## src/rtl/vec_pipe_pkg.sv

```systemverilog
// rtl/vec_pipe_pkg.sv - shared lane/occupancy types for the vector pipeline stages
package vec_pipe_pkg;

    localparam int DEFAULT_WIDTH = 18;
    localparam int DEFAULT_LANES = 4;

    typedef logic [DEFAULT_WIDTH-1:0] lane_t;

    typedef enum logic [1:0] {
        EMPTY = 2'd0,
        ONE   = 2'd1,
        FULL  = 2'd2
    } occ_state_t;

    // Encoding doubles as the stored-entry count.
    function automatic logic [1:0] occ_count(input occ_state_t s);
        return logic'(s == FULL) ? 2'd2 : (s == ONE) ? 2'd1 : 2'd0;
    endfunction

endpackage

```

## src/rtl/pipe_stage_elastic_entry.sv

```systemverilog
// rtl/pipe_stage_elastic_entry.sv - one stored pipeline entry: lane data, lane mask, valid
module pipe_entry
    import vec_pipe_pkg::*;
#(
    parameter int WIDTH = DEFAULT_WIDTH,
    parameter int LANES = DEFAULT_LANES
) (
    input  logic                   clk,
    input  logic                   reset,
    input  logic                   clear,
    input  logic                   load,
    input  logic [LANES*WIDTH-1:0] load_data,
    input  logic [LANES-1:0]       load_mask,
    output logic [LANES*WIDTH-1:0] data,
    output logic [LANES-1:0]       mask,
    output logic                   valid
);

    // Clear only drops valid; payload keeps stale contents until the next load.
    always_ff @(posedge clk or posedge reset) begin
        if (reset) begin
            data  <= '0;
            mask  <= '0;
            valid <= 1'b0;
        end else if (clear) begin
            valid <= 1'b0;
        end else if (load) begin
            data  <= load_data;
            mask  <= load_mask;
            valid <= 1'b1;
        end
    end

endmodule

```

## src/rtl/pipe_stage_elastic.sv

```systemverilog
// rtl/pipe_stage_elastic.sv - elastic valid/ready stage register with 2-entry skid buffer
module pipe_stage_elastic
    import vec_pipe_pkg::*;
#(
    parameter int WIDTH         = DEFAULT_WIDTH,
    parameter int LANES         = DEFAULT_LANES,
    parameter bit ZERO_INACTIVE = 1'b1
) (
    input  logic                   clk,
    input  logic                   reset,
    input  logic                   flush,
    input  logic                   in_valid,
    output logic                   in_ready,
    input  logic [LANES*WIDTH-1:0] in_data,
    input  logic [LANES-1:0]       in_mask,
    output logic                   out_valid,
    input  logic                   out_ready,
    output logic [LANES*WIDTH-1:0] out_data,
    output logic [LANES-1:0]       out_mask,
    output logic [1:0]             occupancy
);

    occ_state_t state_q, state_d;

    logic                   accept, deliver;
    logic                   main_load, main_clear, main_from_skid;
    logic                   skid_load, skid_clear;
    logic [LANES*WIDTH-1:0] main_data, skid_data, main_load_data;
    logic [LANES-1:0]       main_mask, skid_mask, main_load_mask;
    logic                   main_valid, skid_valid;

    // in_ready is a pure register output, so out_ready never reaches it combinationally.
    assign in_ready  = !skid_valid;
    assign out_valid = main_valid;
    assign accept    = in_valid && in_ready;
    assign deliver   = out_valid && out_ready;
    assign occupancy = occ_count(state_q);

    always_ff @(posedge clk or posedge reset) begin
        if (reset) begin
            state_q <= EMPTY;
        end else begin
            state_q <= state_d;
        end
    end

    always_comb begin
        state_d        = state_q;
        main_load      = 1'b0;
        main_clear     = 1'b0;
        main_from_skid = 1'b0;
        skid_load      = 1'b0;
        skid_clear     = 1'b0;
        if (flush) begin
            state_d    = EMPTY;
            main_clear = 1'b1;
            skid_clear = 1'b1;
        end else begin
            unique case (state_q)
                EMPTY: begin
                    if (accept) begin
                        main_load = 1'b1;
                        state_d   = ONE;
                    end
                end
                ONE: begin
                    if (accept && deliver) begin
                        main_load = 1'b1;
                    end else if (accept) begin
                        skid_load = 1'b1;
                        state_d   = FULL;
                    end else if (deliver) begin
                        main_clear = 1'b1;
                        state_d    = EMPTY;
                    end
                end
                FULL: begin
                    if (deliver) begin
                        main_load      = 1'b1;
                        main_from_skid = 1'b1;
                        skid_clear     = 1'b1;
                        state_d        = ONE;
                    end
                end
                default: begin
                    state_d    = EMPTY;
                    main_clear = 1'b1;
                    skid_clear = 1'b1;
                end
            endcase
        end
    end

    assign main_load_data = main_from_skid ? skid_data : in_data;
    assign main_load_mask = main_from_skid ? skid_mask : in_mask;

    pipe_entry #(.WIDTH(WIDTH), .LANES(LANES)) u_main (
        .clk       (clk),
        .reset     (reset),
        .clear     (main_clear),
        .load      (main_load),
        .load_data (main_load_data),
        .load_mask (main_load_mask),
        .data      (main_data),
        .mask      (main_mask),
        .valid     (main_valid)
    );

    pipe_entry #(.WIDTH(WIDTH), .LANES(LANES)) u_skid (
        .clk       (clk),
        .reset     (reset),
        .clear     (skid_clear),
        .load      (skid_load),
        .load_data (in_data),
        .load_mask (in_mask),
        .data      (skid_data),
        .mask      (skid_mask),
        .valid     (skid_valid)
    );

    // Inactive-lane zeroing is output-only; stored payload is untouched.
    for (genvar i = 0; i < LANES; i++) begin : g_lane
        assign out_data[i*WIDTH +: WIDTH] =
            (ZERO_INACTIVE && !main_mask[i]) ? '0 : main_data[i*WIDTH +: WIDTH];
    end
    assign out_mask = main_mask;

endmodule

```

## config.mk

```make
export PLATFORM = sky130hd
export DESIGN_NAME = pipe_stage_elastic
export DESIGN_NICKNAME = d
export VERILOG_FILES = /design/src/rtl/vec_pipe_pkg.sv /design/src/rtl/pipe_stage_elastic_entry.sv /design/src/rtl/pipe_stage_elastic.sv
export SDC_FILE = /design/constraint.sdc
export NUM_CORES = 1
export LEC_CHECK = 0
export ABC_AREA = 0
export BUFFER_PORTS_ARGS = -buffer_cell sky130_fd_sc_hd__buf_2
export CAP_MARGIN = 5
export CORE_UTILIZATION = 45
export CTS_BUF_LIST = sky130_fd_sc_hd__clkbuf_8
export CTS_CLUSTER_DIAMETER = 100
export DETAILED_ROUTE_END_ITERATION = 10
export PLACE_DENSITY = 0.66
export SYNTH_ARGS = -nofsm -noshare
export SYNTH_HDL_FRONTEND = slang
export SYNTH_SLANG_ARGS = --single-unit
```

## constraint.sdc

```tcl
create_clock -name clk -period 5.8 [get_ports clk]
set_input_delay 0.58 -clock clk [delete_from_list [all_inputs] [get_ports clk]]
set_output_delay 0.58 -clock clk [all_outputs]
set_load 0.1 [all_outputs]
```

# == Yosys cells after proc, flatten, opt, wreduce, memory -nomap -nowiden ==
# Cells that the tools add are included.
# W data, S select, Z words.
# totals
ff_bits,156
latchBits,0
ramBits,0
romBits,0
in_bits,81
out_inout_bits,80
wordCells,62
n_memories,0
# classes
add_sub_neg,0
mul,0
div,0
n_lt_le_gt_ge,0
n_eq_ne,6
n_shift,0
muxes,35
bitwise_logic,2
reduce_logical,12
# ops
op,count
$mux W18,4
$mux W72,1
$mux W1,18
$mux W2,7
$ne A3 B3 Y1 const B,3
$pmux W2 S3,1
$mux W4,1
$ne A4 B4 Y1 const B,1
$pmux W1 S2,2
$reduce_and A2 Y1,2
$reduce_and A4 Y1,1
$reduce_bool A2 Y1,2
$reduce_or A2 Y1,2
$logic_and A1 B1 Y1,3
$pmux W1 S3,1
$eq A2 B1 Y1 const B,1
$eq A2 B2 Y1 const B,1
$logic_not A2 Y1,1
$not A1 Y1,2
$logic_not A1 Y1,1

# == Depth between registers and ports, before layout ==
# Gate-level depths: netlist of the first run.
# logic_depth
depth_word,8
ltp_mapped,7
depth_no_buf,3

# == Modules after synthesis ==
# A second synthesis of the first run with hierarchy kept.
# unflattened
hier_cells,517
hier_area_um2,7728.7
# modules_own_cells
module,instances,cells_per_inst,area_per_inst_um2,seq_area_each_um2
pipe_entry,2,165,3071.7,1926.8
pipe_stage_elastic,1,187,1585.3,50.0

# == Worst setup path after synthesis of the first run ==
# No wires, ideal clock.
# synth_path
path_kind,reg2out
from,register u_main.mask[3]
to,output out_data[71]
arrival_time_ns,2.037
t_required_ns,5.220
slack_ns,3.183
stages_incl_launch_ff,3
path_buffers,1
path_cell_list,dfrtp_1 clkbuf_1 and2_1
# synth_between
elab_chain_len,1
# synth_rtl
element,line,text
start: declaration,pipe_stage_elastic_entry.sv:15,"output logic [LANES-1:0] mask,"
start signal: assignment,pipe_stage_elastic_entry.sv:29,mask <= load_mask;
$mux W18,pipe_stage_elastic.sv:124,(ZERO_INACTIVE && !main_mask[i]) ? '0 : main_data[i*WIDTH +: WIDTH];
end: declaration,pipe_stage_elastic.sv:18,"output logic [LANES*WIDTH-1:0] out_data,"
# Every way passes these cells.

# == Worst setup path after layout of the first run ==
# layout_path
from,register u_main.mask[1]
to,output out_data[26]
# Same word-level chain as after synthesis.

==> results.cfg, run 1 <==
[global_routing]
grt_pass1_vias = 5065
grt_usage_pct = 21.4
grt_max_degree = 98
grt_antenna_before_repair = 0
overflow = 0
grt_pass1_wl_mm = 26.6

[sta]
period_share_pct = 41.3
skew_ps = 14.8
finalHoldViolations = 0
slew_viol_final = 0
slew_headroom_pct = 27.1
min_period_ps = 2400
rsz0062_at_grt = no
setup_viol = 0
timing.fmax_mhz = 417
tightest_slew_ps = 1090
finalSetupTns_ps = 0

[routing]
ant_nets = 0
via_per_inst = 5.78
drc = 0
dr.pass1.iters = 5
vias = 5020
wl_per_cell_um = 18.8
drt_iter0_markers = 420
drt-total-wl_mm = 16.3

[critical_path]
cp_data_required_time_ps = 5220
worstSetupPathType = reg -> out
crit_path_cell_trace = and2_1 > buf_2
crit_slowest_cell = dfrtp_1
end_kind = primary output
crit_path_max_fanout = 20
cp-start-kind = flop
critical_path.max_stage_delay_ps = 690
worstPathArrival_ps = 1820

[floorplan]
die_width_um = 127
core_um2 = 15100
pin_count = 161
die_area_um2 = 16000
std_cell_rows = 45
die_y_um = 127
initial_core_util_pct = 46.1

[finish]
ff_latch_area_um2 = 3900
multiInputGateArea_um2 = 2840
nets = 751
final_core_util_pct = 54.2
layout_common_cells = buf_2, dfrtp_1, or3_1, mux2_2, and2_1
layout_commonest_cell = buf_2
drive_gt1_share_pct = 45.8
area_growth_pct = 17.7
num-fill-cells = 1291
diodes = 0

[synth]
ys_seq_area_share_pct = 55.9
synthCells = 533
yosys_warnings = 0
ys_types = 27
synthesis.nets = 614
synth_area_um2 = 6980
ys_seq_elements = 156
avgSynthCellArea_um2 = 13.1

[clock_network]
cts_root_buf = clkbuf_8
hold_buffers = 0
cts_resized = 0
cts_max_level = 4
path_clk_slew_ps = 80
cts_buffers = 17
cts_buffer_depth = 2
cts_num_sinks = 156
insertion_delay_ps = 460
post-cts-setup-buffers = 0
cts_tree = yes

[placed_design]
dp_hpwl_mm = 9.39
globalplace.congestion = 0.825
port-buffer-count = 160

[flow_run]
drv_cap = 0

[worst_hold_path]
hold_path_class = in -> async

[outcome]
outcome = finished clean
-- flip-flops by register name, summed over array words and instances (netlist names) --
register and count:
u_skid.mask 4, u_skid.data 72, state_q 2, u_main.mask 4, u_main.valid 1, u_main.data 72
u_skid.valid 1
-- worst max-delay path: cells and delay by family (launching register included) --
kind                   cells  cell delay [ps]
and+or+nand+nor            1              240
DFF                        1              690
buffers and inverters      1              430
-- metal layers --
layer	global-route usage (%)	routed length, um	vias to the layer above
li1	-	-	2255
met1	28.3	7550	2576
met2	33.3	7550	167
met3	5.86	907	22
met4	8.93	324	0
met5	0	0	-
-- cell usage after synthesis --
library cell / instances / area, um2
a211o_1: 2 / 17.5
a211oi_2: 1 / 12.5
a21boi_1: 1 / 7.51
a21o_1: 2 / 15.0
a21oi_1: 3 / 15.0
and2_1: 73 / 457
buf_1: 4 / 15.0
buf_2: 13 / 65.1
buf_6: 6 / 67.6
clkbuf_1: 25 / 93.8
dfrtp_1: 156 / 3900
inv_1: 3 / 11.3
mux2_2: 76 / 856
mux2i_1: 1 / 10.0
nand2b_1: 3 / 18.8
nand3_1: 1 / 5.00
nand3b_1: 2 / 15.0
nand4b_1: 1 / 8.76
nor2b_1: 2 / 12.5
nor3_1: 1 / 5.00
nor3b_1: 1 / 7.51
o221a_1: 40 / 450
o221a_2: 36 / 405
o31ai_1: 1 / 7.51
or2_2: 1 / 6.26
or3_1: 77 / 482
or3b_4: 1 / 11.3
-- cell families after synthesis --
family	Yosys count	synth area share (%)
buffers and inverters	51	3.62
and+or+nand+nor	163	14.7
AOI/OAI and AO/OA	86	13.3
muxes	77	12.4
DFF	156	55.9
-- final timing paths --
check / from / to / slack [ps] / cells after the start
max: u_main.mask[1] / out_data[26] / 3400 / 2
min: reset / u_main.data[27] / 300 / 2
max reg2reg: state_q[1] / u_main.data[15] / 3430 / 4
min reg2reg: u_skid.data[42] / u_skid.data[42] / 500 / 1
max in group asynchronous: reset / u_main.data[32] / 4150 / 3
min in group clk: in_data[57] / u_skid.data[57] / 370 / 2
-- final cells by class --
| cell class | instances | share of cell area [%] |
|---|---|---|
| Sequential cell | 156 | 47.5 |
| Multi-Input combinational cell | 326 | 34.6 |
| Timing Repair Buffer | 166 | 10.3 |
| Clock buffer | 20 | 3.35 |
| Tap cell | 188 | 2.86 |
| Clock inverter | 10 | 1.22 |
| Inverter | 3 | 0.198 |
-- through the flow --
step,setup slack (ps),hold WS (ps),instance area [um2],std cells
after floorplan,1010,473,6980,533
after CTS,3330,329,8220,869
after global routing,3260,338,8220,869
after detailed placement,3320,487,7840,839
final,3400,299,8220,869
after global placement,3350,479,7840,839
Power of run 1 is left out: the tool's default activity adds up to more than one toggle a clock period on the data nets, which glitch-free logic cannot reach.
==> inputs of run 2 (changes only) <==
ABC_AREA = 1   (was 0)
PLACE_DENSITY = 0.67   (was 0.66)
clock period = 2.1 ns   (was 5.8 ns; I/O delays follow)
==> results.cfg, run 2 <==
[clock_network]
cts_buffer_depth = 2
cts_tree = yes
post-cts-setup-buffers = 0
cts_num_sinks = 156
insertion_delay_ps = 450
path_clk_slew_ps = 80
cts_max_level = 4
cts_root_buf = clkbuf_8
cts_buffers = 17

[synth]
synthTopCellsByArea = dfrtp_1, nand2_1, nand3_1, inv_1, buf_2
synthFlopType = dfrtp_1
synthesis.nets = 1183
synth_common_cells = nand2_1, dfrtp_1, nand3_1
yosys_warnings = 0
synthArstFlopShare_pct = 100
synthCells = 1102
ys_seq_area_share_pct = 50.6
ys_types = 17
synth_edf_count = 0
synth_top_area_cell = dfrtp_1
ys_seq_elements = 156
avgSynthCellArea_um2 = 7.01
synth_area_um2 = 7720
synth_most_common_cell = nand2_1
synth_top_area_share_pct = 50.6

[critical_path]
cp-start-kind = flop
critPathBufInv = 2
worstSetupPathType = reg -> out
critical_path.max_stage_delay_ps = 610
crit_path_max_fanout = 20
worstPathArrival_ps = 1760
crit_path_cell_trace = nand2_1 > clkinvlp_4 > buf_2
end_kind = primary output
critical-path-top-delay-family = flip-flops
crit_slowest_cell = dfrtp_2
cp_data_required_time_ps = 1890

[sta]
setup_viol = 0
finalHoldViolations = 0
finalSetupTns_ps = 0
worst_hold_slack_ps = 131
slew_headroom_pct = 66.3
tightest_slew_ps = 505
period_share_pct = 93.8
slew_viol_final = 0
min_period_ps = 1970
timing.fmax_mhz = 508
skew_ps = 9.42
rsz0062_at_grt = no

[floorplan]
die_y_um = 133
core_um2 = 16600
die_width_um = 133
die_area_um2 = 17700
initial_core_util_pct = 46.4
pin_count = 161
std_cell_rows = 47

[finish]
area_growth_pct = 30.3
diodes = 0
nets = 1394
drive_gt1_share_pct = 20.7
num-fill-cells = 1578
top_regs = u_main.data: 72 flops, u_skid.data: 72 flops
layout_commonest_cell = nand2_1
layout_common_cells = nand2_1, buf_2, dfrtp_1, nand3_1, dlygate4sd3_1

[power]
p_leak_nw = 5.78
power_density_nw_per_um2 = 1380
vdd_drop_max_uv = 814

[global_routing]
grt_pass1_vias = 6931
grt_usage_pct = 24.6
grt_max_degree = 68
grt_antenna_before_repair = 0
overflow = 0
grt_pass1_wl_mm = 34.3

[routing]
ant_nets = 0
drc = 0
drt_iter0_markers = 463
wl_per_cell_um = 13.3
vias = 7238
via_per_inst = 4.68
drt-total-wl_mm = 20.5
dr.pass1.iters = 4

[flow_run]
drv_cap = 0

[placed_design]
port-buffer-count = 160
globalplace.congestion = 0.829
dp_hpwl_mm = 12.4

[outcome]
outcome = finished clean

[worst_hold_path]
hold_path_class = in -> reg
run 2: cell count changes after synthesis, moves of 9 or more:
| cell | delta |
|---|---|
| and2_1 | -73 |
| buf_4 | +11 |
| inv_1 | +72 |
| inv_2 | +9 |
| mux2_2 | -76 |
| nand2_1 | +697 |
| nand3_1 | +83 |
| o221a_1 | -40 |
| o221a_2 | -36 |
| or3_1 | -77 |
run 2: per-stage QoR:
step	setup WS, ps	util [%]	instances	cell area, um2	power [mW]
6_report	130	60.5	1546	10100	13.9
5_1_grt	27.1	60.5	1546	10100	14.8
4_1_cts	24.3	60.4	1546	10100	14.0
3_5_place_dp	343	53.2	1437	8850	11.4
3_3_place_gp	428	53.2	1437	8850	11.4
2_1_floorplan	-252	-	1102	7880	10.4
run 2: logic make-up (layout without fill, tap and decap cells):
| family | Yosys count | count (layout) | share of synthesized area (%) |
|---|---|---|---|
| AND/OR/NAND/NOR | 794 | 794 | 40.4 |
| flip-flops | 156 | 156 | 50.6 |
| buffers and inverters | 149 | 373 | 8.80 |
| AO/OA/AOI/OAI | 3 | 3 | 0.194 |
run 2: final timing paths:
check / startpoint / to / slack [ps] / depth (start not counted)
max: u_main.mask[0] / out_data[11] / 130 / 3
min: flush / u_skid.valid / 130 / 4
max reg2reg: u_skid.valid / u_skid.data[35] / 340 / 8
min reg2reg: u_main.data[1] / u_main.data[1] / 480 / 2
max in group asynchronous: reset / u_main.mask[2] / 1080 / 4
min in group asynchronous: reset / u_skid.data[9] / 340 / 3
run 2: final cells by class:
class	instances	area (um2)	share of cell area, %
clock inverter	13	171	1.70
clock buffer	19	262	2.60
timing repair buffer	257	1820	18.1
multi-input combinational	797	3150	31.3
sequential	156	3910	38.9
inverter	84	469	4.66
tap	220	275	2.74
run 2: layer usage:
metal | vias up | track usage [%] | wire [um]
li1 | 3700 | - | -
met1 | 3317 | 32.9 | 9490
met2 | 201 | 41.0 | 9850
met3 | 20 | 3.68 | 902
met4 | 0 | 7.92 | 291
met5 | - | 0 | 0
run 2: worst register-to-register path, stage by stage, from the launching register on:
cell	delay (ps)
dfrtp_1	390
inv_2	60
nand2_1	100
nor2_1	220
nand3_4	260
inv_2	160
buf_4	330
nand2_1	100
nand2_1	70
run 2: power breakdown:
group,switching (mW),internal (mW)
clock,1.09,1.34
sequential,0.893,4.32
combinational,4.97,1.31
total,6.95,6.98
run 2: what timing repair did:
action | 4_1_cts | 5_1_grt
endpoints found under the hold margin | 92 | 0
hold buffers | 77 | 0
gates resized for setup | 0 | 1
setup endpoints to repair | 0 | 1
(Power assumes the default switching activity.)
==> inputs of run 3 (changes only) <==
--- a/config.mk
+++ b/config.mk
@@ -13,4 +13,5 @@
 export CTS_CLUSTER_DIAMETER = 100
 export DETAILED_ROUTE_END_ITERATION = 10
+export HOLD_SLACK_MARGIN = 0.1
 export PLACE_DENSITY = 0.67
 export SYNTH_ARGS = -nofsm -noshare
==> constraint.sdc (replaced) <==
create_clock -name clk -period 2.1 [get_ports clk]
set_input_delay 0.105 -clock clk [delete_from_list [all_inputs] [get_ports clk]]
set_output_delay 0.105 -clock clk [all_outputs]
set_load 0.1 [all_outputs]
==> results.cfg, run 3 (synthesized netlist as in run 2, its figures left out) <==
[power]
cellInternalPower_mw = 6.78
p_leak_nw = 6.12
p_switching_mw = 6.80
power_frac_clock_pct = 16.7
swShare_pct = 50.1
seqPwrFrac_pct = 38.4
vdd_drop_max_uv = 845
power_density_nw_per_um2 = 1380
pwr-share-comb_pct = 44.8

[clock_network]
cts_root_buf = clkbuf_8
path_clk_slew_ps = 80
cts_max_level = 4
cts_resized = 0
insertion_delay_ps = 450
cts_tree = yes
cts_num_sinks = 156
cts_buffer_depth = 2
cts_buffers = 17

[global_routing]
grt_usage_pct = 24.1
grt_pass1_vias = 6951
overflow = 0
grt_pass1_wl_mm = 33.9
grt_antenna_before_repair = 0
grt_max_degree = 102

[critical_path]
worstSetupPathType = reg -> out
critPathBufInv = 2
crit_path_max_fanout = 20
cp_data_required_time_ps = 2000
critical-path-top-delay-family = flip-flops
crit_slowest_cell = dfrtp_2
cp-start-kind = flop
critical_path.max_stage_delay_ps = 660
rrSetupSlack_ps = 490
end_kind = primary output
crit_path_cell_trace = nand2_1 > inv_1 > buf_2
worstPathArrival_ps = 1750

[sta]
finalHoldViolations = 0
finalSetupTns_ps = 0
rsz0062_at_grt = no
tightest_slew_ps = 693
slew_headroom_pct = 53.8
slew_viol_final = 0
min_period_ps = 1850
worst_hold_slack_ps = 145
period_share_pct = 88.3
setup_viol = 0
timing.fmax_mhz = 539
skew_ps = 10.0

[floorplan]
pin_count = 161
die_y_um = 133
std_cell_rows = 47
initial_core_util_pct = 46.4
core_um2 = 16600
die_area_um2 = 17700
die_width_um = 133

[placed_design]
dp_hpwl_mm = 11.9
port-buffer-count = 160
globalplace.congestion = 0.780

[finish]
nets = 1392
layout_common_cells = nand2_1, buf_2, dfrtp_1, nand3_1, inv_1
top_regs = u_main.data: 72 flops, u_skid.data: 72 flops
area_growth_pct = 27.3
drive_gt1_share_pct = 16.9
diodes = 0
final_core_util_pct = 59.1
layout_commonest_cell = nand2_1

[routing]
drc = 0
drt_iter0_markers = 443
dr.pass1.iters = 5
wl_per_cell_um = 13.0
via_per_inst = 4.72
drt-total-wl_mm = 20.1
vias = 7286
ant_nets = 0

[worst_hold_path]
hold_path_class = in -> reg

[outcome]
outcome = finished clean

[flow_run]
drv_cap = 0
==> run 3: layout make-up <==
class	count	area [um2]
clock buffer	19	262
clock inverter	13	135
fill	1584	6810
inverter	84	319
multi-input combinational	797	3160
sequential	156	3910
tap	220	275
timing repair buffer	255	1770
==> run 3: worst register-to-register path, stage by stage, from the launching register on <==
cell and delay, ps:
dfrtp_1 420, nand2_2 210, inv_2 100, nand2_2 90, nand2_2 60, nand2_4 70
buf_4 370, nand2_1 140, nand2_1 80
==> run 3: through the flow <==
stage | cell area [um2] | power (mW) | setup WS [ps] | cells
after floorplan | 7730 | 10.2 | -147 | 1102
after global routing | 9830 | 14.4 | 153 | 1544
after CTS | 9830 | 13.7 | 201 | 1544
after global placement | 8640 | 11.2 | 566 | 1433
final | 9830 | 13.6 | 245 | 1544
after detailed placement | 8640 | 11.3 | 484 | 1433
==> run 3: metal layers <==
layer  up-vias  track usage [%]  part of all wire, %
met5         -                0                    0
met2       200             40.9                   48
li1       3691                -                    -
met3        21             4.25                  4.8
met4         0             7.22                  1.4
met1      3374             31.4                   46
==> run 3: path summary, 6_finish.rpt <==
kind                            startpoint         endpoint  depth (start not counted)
max                         u_main.mask[1]     out_data[27]                          3
min in group asynchronous            reset   u_skid.data[6]                          4
min reg2reg                u_main.data[32]  u_main.data[32]                          2
min                              out_ready       state_q[0]                          6
max in group asynchronous            reset   u_main.mask[2]                          4
max reg2reg                   u_main.valid  u_main.data[14]                          8
==> run 3: timing repair <==
item                                   in CTS  in global routing
hold buffers                               79                  0
endpoints found under the hold margin     312                  0
buffers inserted                            0                  0
==> run 3: power by group through the flow <==
stage / sequential [mW] / combinational, mW / clock, mW
floorplan: 5.15 / 5.03 / 0
global placement: 5.22 / 5.93 / 0
detailed placement: 5.25 / 6.01 / 0
CTS: 5.21 / 6.13 / 2.34
global route: 5.41 / 6.56 / 2.44
finish: 5.22 / 6.09 / 2.27
